===== src/rtl/program_loader.sv =====
// -----------------------------------------------------------------------------
// program_loader
//
// Writer side of the instruction-memory load port. Bytes arriving from the
// debug UART receiver are packed big-endian into 32-bit instruction words.
// Each completed word is written to instruction memory at consecutive byte
// addresses (0, ADDR_STEP, 2*ADDR_STEP, ...). Loading ends when the HALT word
// is written (DONE) or when memory fills without a HALT (ERROR).
//
// Ports:
//   i_clock        system clock
//   i_reset        synchronous, active-high reset
//   i_load_req     one-cycle request to start (or restart) a program load
//   i_rx_data      received byte
//   i_rx_done      one-cycle strobe, i_rx_data valid this cycle
//   o_instruccion  assembled word presented to instruction memory
//   o_address      byte address of o_instruccion
//   o_wr_en        one-cycle memory write strobe
//   o_loading      high for the whole LOAD state (holds the fetch-stage PC)
//   o_done         level, high in DONE
//   o_overflow     level, high in ERROR
//   o_word_count   words written in the current load (0..MEM_DEPTH)
// -----------------------------------------------------------------------------
module program_loader #(
   parameter int                    DATA_WIDTH = 32,
   parameter int                    ADDR_STEP  = 4,
   parameter int                    MEM_DEPTH  = 64,
   parameter logic [DATA_WIDTH-1:0] HALT_INSTR = 32'hFFFFFFFF
) (
   input  logic                  i_clock,
   input  logic                  i_reset,
   input  logic                  i_load_req,
   input  logic [7:0]            i_rx_data,
   input  logic                  i_rx_done,
   output logic [DATA_WIDTH-1:0] o_instruccion,
   output logic [DATA_WIDTH-1:0] o_address,
   output logic                  o_wr_en,
   output logic                  o_loading,
   output logic                  o_done,
   output logic                  o_overflow,
   output logic [6:0]            o_word_count
);

   typedef enum logic [1:0] {
      S_IDLE  = 2'd0,
      S_LOAD  = 2'd1,
      S_DONE  = 2'd2,
      S_ERROR = 2'd3
   } state_t;

   localparam logic [6:0]            DEPTH_W = 7'(MEM_DEPTH);
   localparam logic [DATA_WIDTH-1:0] STEP_W  = DATA_WIDTH'(ADDR_STEP);

   state_t                  state_q, state_d;
   logic [DATA_WIDTH-1:0]   word_q, word_d;
   logic [1:0]              byte_cnt_q, byte_cnt_d;
   logic [6:0]              word_count_q, word_count_d;
   logic                    wr_en_q, wr_en_d;
   logic [DATA_WIDTH-1:0]   instr_q, instr_d;
   logic [DATA_WIDTH-1:0]   addr_q, addr_d;
   logic [DATA_WIDTH-1:0]   shifted;

   // Big-endian packing: earlier bytes move toward the MSBs.
   assign shifted = {word_q[DATA_WIDTH-9:0], i_rx_data};

   always_ff @(posedge i_clock) begin
      if (i_reset) begin
         state_q      <= S_IDLE;
         word_q       <= '0;
         byte_cnt_q   <= '0;
         word_count_q <= '0;
         wr_en_q      <= 1'b0;
         instr_q      <= '0;
         addr_q       <= '0;
      end else begin
         state_q      <= state_d;
         word_q       <= word_d;
         byte_cnt_q   <= byte_cnt_d;
         word_count_q <= word_count_d;
         wr_en_q      <= wr_en_d;
         instr_q      <= instr_d;
         addr_q       <= addr_d;
      end
   end

   always_comb begin
      state_d      = state_q;
      word_d       = word_q;
      byte_cnt_d   = byte_cnt_q;
      word_count_d = word_count_q;
      wr_en_d      = 1'b0;
      instr_d      = instr_q;
      addr_d       = addr_q;

      case (state_q)
         S_IDLE: begin
            if (i_load_req) begin
               state_d      = S_LOAD;
               word_d       = '0;
               byte_cnt_d   = '0;
               word_count_d = '0;
               addr_d       = '0;
            end
         end

         S_LOAD: begin
            if (i_load_req) begin
               // Restart: partial word discarded, memory contents untouched.
               state_d      = S_LOAD;
               word_d       = '0;
               byte_cnt_d   = '0;
               word_count_d = '0;
               addr_d       = '0;
            end else if (wr_en_q && (instr_q == HALT_INSTR)) begin
               // HALT has priority so a HALT in the last slot ends in DONE.
               state_d = S_DONE;
            end else if (wr_en_q && (word_count_q == DEPTH_W)) begin
               state_d = S_ERROR;
            end else if (i_rx_done) begin
               // Also taken during the write cycle: that byte starts the
               // next word, so back-to-back strobes never lose data.
               word_d = shifted;
               if (byte_cnt_q == 2'd3) begin
                  wr_en_d      = 1'b1;
                  instr_d      = shifted;
                  addr_d       = STEP_W * {{(DATA_WIDTH-7){1'b0}}, word_count_q};
                  word_count_d = word_count_q + 7'd1;
                  byte_cnt_d   = 2'd0;
               end else begin
                  byte_cnt_d = byte_cnt_q + 2'd1;
               end
            end
         end

         S_DONE, S_ERROR: begin
            if (i_load_req) begin
               state_d      = S_LOAD;
               word_d       = '0;
               byte_cnt_d   = '0;
               word_count_d = '0;
               addr_d       = '0;
            end
         end

         default: state_d = S_IDLE;
      endcase
   end

   assign o_instruccion = instr_q;
   assign o_address     = addr_q;
   assign o_wr_en       = wr_en_q;
   assign o_loading     = (state_q == S_LOAD);
   assign o_done        = (state_q == S_DONE);
   assign o_overflow    = (state_q == S_ERROR);
   assign o_word_count  = word_count_q;

endmodule

===== config.mk =====
export PLATFORM = sky130hd
export DESIGN_NAME = program_loader
export DESIGN_NICKNAME = d
export VERILOG_FILES = /design/src/rtl/program_loader.sv
export SDC_FILE = /design/constraint.sdc
export NUM_CORES = 1
export LEC_CHECK = 0
export CAP_MARGIN = 20
export CORE_MARGIN = 2
export CORE_UTILIZATION = 35
export CTS_BUF_LIST = sky130_fd_sc_hd__clkbuf_8
export CTS_CLUSTER_DIAMETER = 40
export DETAILED_ROUTE_END_ITERATION = 8
export SETUP_SLACK_MARGIN = 0.1
export SYNTH_ARGS = -nofsm -noshare
export SYNTH_HDL_FRONTEND = slang
export SYNTH_SLANG_ARGS = --single-unit
export TNS_END_PERCENT = 50

===== constraint.sdc =====
create_clock -name i_clock -period 1.8 [get_ports i_clock]
set_clock_uncertainty 0.05 [all_clocks]
set_input_delay 0.36 -clock i_clock [delete_from_list [all_inputs] [get_ports i_clock]]
set_output_delay 0.36 -clock i_clock [all_outputs]
set_load 0.03 [all_outputs]

; ---- Yosys cells after proc, flatten, opt, wreduce, memory -nomap -nowiden
; Index checks and enable logic that the tools add are counted.
[totals]
regBits = 100
input_bits = 12
out_inout_bits = 75
[classes]
add_sub_neg = 2
eq_ne = 12
mux = 32
bitwise_logic = 5
n_reduce_logical = 9
[ops]
columns = cell, n
row1 = $mux 32, 6
row2 = $mux 24, 4
row3 = $pmux 32 s2, 1
row4 = $pmux 24 s2, 1
row5 = $mux 7, 6
row6 = $eq 32x32->1 const B, 1
row7 = $mux 2, 10
row8 = $pmux 7 s2, 1
row9 = $ne 3x3->1 const B, 3
row10 = $pmux 2 s2, 2
row11 = $add 7x1->7 const B, 1
row12 = $eq 7x7->1 const B, 1
row13 = $eq 2x2->1 const B, 3
row14 = $reduce_and 6->1, 1
row15 = $reduce_or 6->1, 1
row16 = $not 1->1, 5
row17 = $reduce_and 5->1, 1
row18 = $ne 4x2->1 const B, 1
row19 = $reduce_and 4->1, 1
row20 = $ne 3x2->1 const B, 1
row21 = $reduce_or 3->1, 1
row22 = $add 2x1->2 const B, 1
row23 = $eq 2x1->1 const B, 1
row24 = $logic_and 1x1->1, 2
row25 = 4 further kinds, 4

; ---- Depth between registers and ports, before layout
[depth]
depth_word = 7
depth_mapped = 7
mapped_depth_nobuf = 6

; ---- Worst setup path before layout
; No wires, ideal clock.
[synth_path]
kind = register -> register
from = reg word_count_q[0] (netlist: o_word_count[0])
to = reg instr_q[12] (netlist: o_instruccion[12])
setup_ns = 0.119
arrival_time_ns = 1.609
path_slack_ns = 0.022
path_stages_with_launch = 8
n_path_buf = 2
cell_sequence = dfxtp_1 inv_1 ha_1 a41oi_2 nand3b_1 buf_6 buf_12 mux2i_1
[synth_between]
elab_chain_cells = 4
[synth_rtl]
columns = item, line
row1 = start: declaration, 57  ; logic [6:0] word_count_q, word_count_d;
row2 = start signal: assignment, 79  ; word_count_q <= word_count_d;
row3 = $eq 7x7->1, 117  ; end else if (wr_en_q && (word_count_q == DEPTH_W)) begin
row4 = $logic_and 1x1->1, 117
row5 = $not 1->1 (no line), --
row6 = $reduce_and 6->1 (no line), --
row7 = end signal: assignment, 81  ; instr_q <= instr_d;
row8 = end: declaration, 59  ; logic [DATA_WIDTH-1:0] instr_q, instr_d;
; Every way passes these cells.
; A chain may end at the register's enable or synchronous reset.

; ---- Final worst setup path
[layout_path]
from = reg instr_q[4] (netlist: o_instruccion[4])
to = reg instr_q[9] (netlist: o_instruccion[9])
[layout_between]
elab_chain_cells = 4
[layout_rtl]
columns = item, line
row1 = $eq 32x32->1, 114  ; end else if (wr_en_q && (instr_q == HALT_INSTR)) begin
row2 = $logic_and 1x1->1, 114
row3 = $not 1->1 (no line), --
row4 = $reduce_and 6->1 (no line), --
; Every way passes these cells.

==> qor.txt <==
CTS max path bufs -> 2
RSZ-0062 raised after global routing -> yes
number of global-route vias before repair -> 2713
final period utilization -> 1.03
effective utilization at floorplan -> 0.355
most frequent cell after synthesis -> dfxtp_1
VDD IR max -> 0.510 mV
initial antenna violation count -> 0
Synth async-reset ratio -> 0
Detailed Routing Iterations Pass 1 -> 4
EDFF count, synth -> 0
main area contributors after synthesis -> dfxtp_1 (42%), mux2i_1 (19%), nand2b_1 (11%), nand2_1 (7.1%), buf_4 (5.2%)
first-pass GRT wire length -> 13300 um
H-tree Lvls -> 3
WL per Instance -> 13.4 um
Root Driver -> clkbuf_8
area share of the largest cell type after synthesis -> 0.417
Critical Path End Type -> register
cell-internal power -> 2.39 mW
worst hold path class -> register to register
Die Ht -> 105 um
Max Transition Viols Final -> 0
combinational share of power -> 0.078
Hold-fix buffers, CTS -> 0
Clock power frac -> 0.399
R2R depth -> 9
gr usage total -> 0.150
grt ovf -> 0
share of cells above drive strength 1 -> 0.209
Layout area overhead -> 34.9%
Max-Cap Viols -> 0
critical path depth -> 9
FMAX -> 0.538 GHz
# rows -> 37
CTS sink cnt -> 75
post-synthesis sequential area ratio -> 0.417
final wirelength -> 8300 um
critical path's top delay family -> buffers and inverters
Critical Path RT -> 2010 ps
critical path cell sequence -> nand4_1 > nor4_2 > buf_4 > nand3_4 > buf_6 > nand3b_1 > buf_12 > buf_16 > mux2i_1
sw power -> 0.790 mW
Placer Congestion -> 0.775
Synth area leader -> dfxtp_1
DR vias -> 2781
power consumption -> 3.18 mW
Worst Hold Path Cells -> 2
Ports -> 87
Lkg Pwr -> 2.41 nW
CP arrival -> 2070 ps
Core Util, Final -> 0.479
WHS -> 407 ps
Worst Setup Start Kind -> register
cells after synthesis -> 383
Nets -> 494
Netlist cell types -> 34
diode count -> 0
Syn Area/Cell -> 9.40 sq um
Final ANT Viol Nets -> 0
DP HPWL -> 5410 um
routed vias/inst -> 4.49
Sw Ratio -> 0.248
Post-Syn Area -> 3600 sq um
CP max FO -> 8
power density over cell area -> 656 nW/um^2
final hold vios -> 0
initial drt markers -> 97
Die Span X -> 105 um
Residual DRC -> 0
Setup CP Type -> register to register
synth warn -> 0
CTS Buf Count -> 9
final worst setup slack -> -59.0 ps
full die area -> 11100 sq um
Final min period -> 1860 ps
failing checks -> setup timing
Core Area -> 10100 sq um
post-synthesis register bit count -> 75
outcome -> finished, violations left
CTS tree -> yes
Buffers & Inverters on Critical Path -> 4
Setup violations, final -> 52
largest net degree at the start of global routing -> 37
Post-synth top cells -> dfxtp_1 (75), mux2i_1 (69), nand2_1 (68)
Clock Latency Late Sink -> 350 ps
Top FF cell, synth -> dfxtp_1
critical path's largest stage delay -> 340 ps
fraction of power consumed by sequential logic -> 0.523
Port Buf Inserts -> 61
Crit-path slowest cell -> dfxtp_2
clock slew at reported path FFs -> 90 ps
logic make-up after synthesis:
group / after synthesis / share of synthesized area
flops: 75 / 0.417
compound gates: 8 / 0.0170
fa+ha+maj: 3 / 0.0104
other cells: 1 / 0.00104
mux: 69 / 0.192
buf+inv: 53 / 0.110
simple gates: 174 / 0.253
registers in the layout (all words and copies together), names as in the netlist:
register       count
byte_cnt_q         2
o_instruccion     32
word_q            24
o_word_count       7
o_address          7
o_wr_en            1
state_q            2
placed cells by master (no fill, tap or decap), types with 2 or more instances in the layout:
master / instances
clkbuf_16: 3
buf_4: 37
a31oi_1: 2
ha_1: 3
clkbuf_8: 9
buf_6: 3
buf_12: 4
mux2i_1: 68
clkinv_2: 2
dfxtp_2: 18
nand2_1: 68
dlygate4sd2_1: 46
nand3_1: 2
clkdlybuf4s15_2: 3
nand4_1: 10
dfxtp_1: 57
nor3_1: 4
nand2b_1: 64
nor2_1: 4
or3_1: 4
buf_16: 3
conb_1: 25
inv_1: 4
clkdlybuf4s50_1: 11
and3_1: 3
final cells by class:
cell class                 count  area [sq um]
inverter                       3          11.3
tap                          136           170
sequential                    75          1520
timing repair buffer         111          1100
clock buffer                   9           124
fill                         963          5280
multi-input combinational    279          1860
clock inverter                 7          68.8
worst register-to-register path, cell delays in order, from the launching register on:
cell,delay (ps)
dfxtp_2,340
nand4_1,140
nor4_2,260
buf_4,160
nand3_4,60
buf_6,140
nand3b_1,130
buf_12,160
buf_16,150
mux2i_1,190
through the flow:
step                TNS (ps)  instance area (sq um)  std cells  setup WS [ps]
floorplan                  0                   3710        407            102
detailed placement     -9970                   4440        594           -193
global route           -7030                   4860        620           -171
CTS                    -2870                   4740        615          -83.3
finish                 -1770                   4860        620          -59.0
global placement       -6980                   4440        594           -132
per-layer routing:
| layer | global-route usage | vias up | share of wire |
|---|---|---|---|
| li1 | - | 1415 | - |
| met1 | 0.196 | 1312 | 0.48 |
| met2 | 0.247 | 52 | 0.48 |
| met3 | 0.0371 | 2 | 0.032 |
| met4 | 0.0400 | 0 | 0.0040 |
| met5 | 0 | - | 0 |
worst paths after layout:
path	from	endpoint	slack, ps
worst max-delay path	o_instruccion[4]	o_instruccion[9]	-60
worst min-delay path	word_q[19]	o_instruccion[27]	410
worst max register to register	o_instruccion[4]	o_instruccion[9]	-60
worst min register to register	word_q[19]	o_instruccion[27]	410
power by group through the flow:
stage,sequential (mW),combinational [mW],clock [mW]
floorplan,1.70,0.219,0
global placement,1.70,0.229,0
detailed placement,1.70,0.230,0
CTS,1.66,0.230,1.31
global route,1.67,0.265,1.37
finish,1.66,0.249,1.27
timing repair:
| item | CTS | global route |
|---|---|---|
| gates cloned | 2 | 3 |
| buffers inserted | 3 | 2 |
| gates resized for setup | 74 | 6 |
| endpoints found under the setup margin | 122 | 76 |
| pin swaps | 9 | 3 |
No activity file was read; power rests on OpenSTA's default activity.
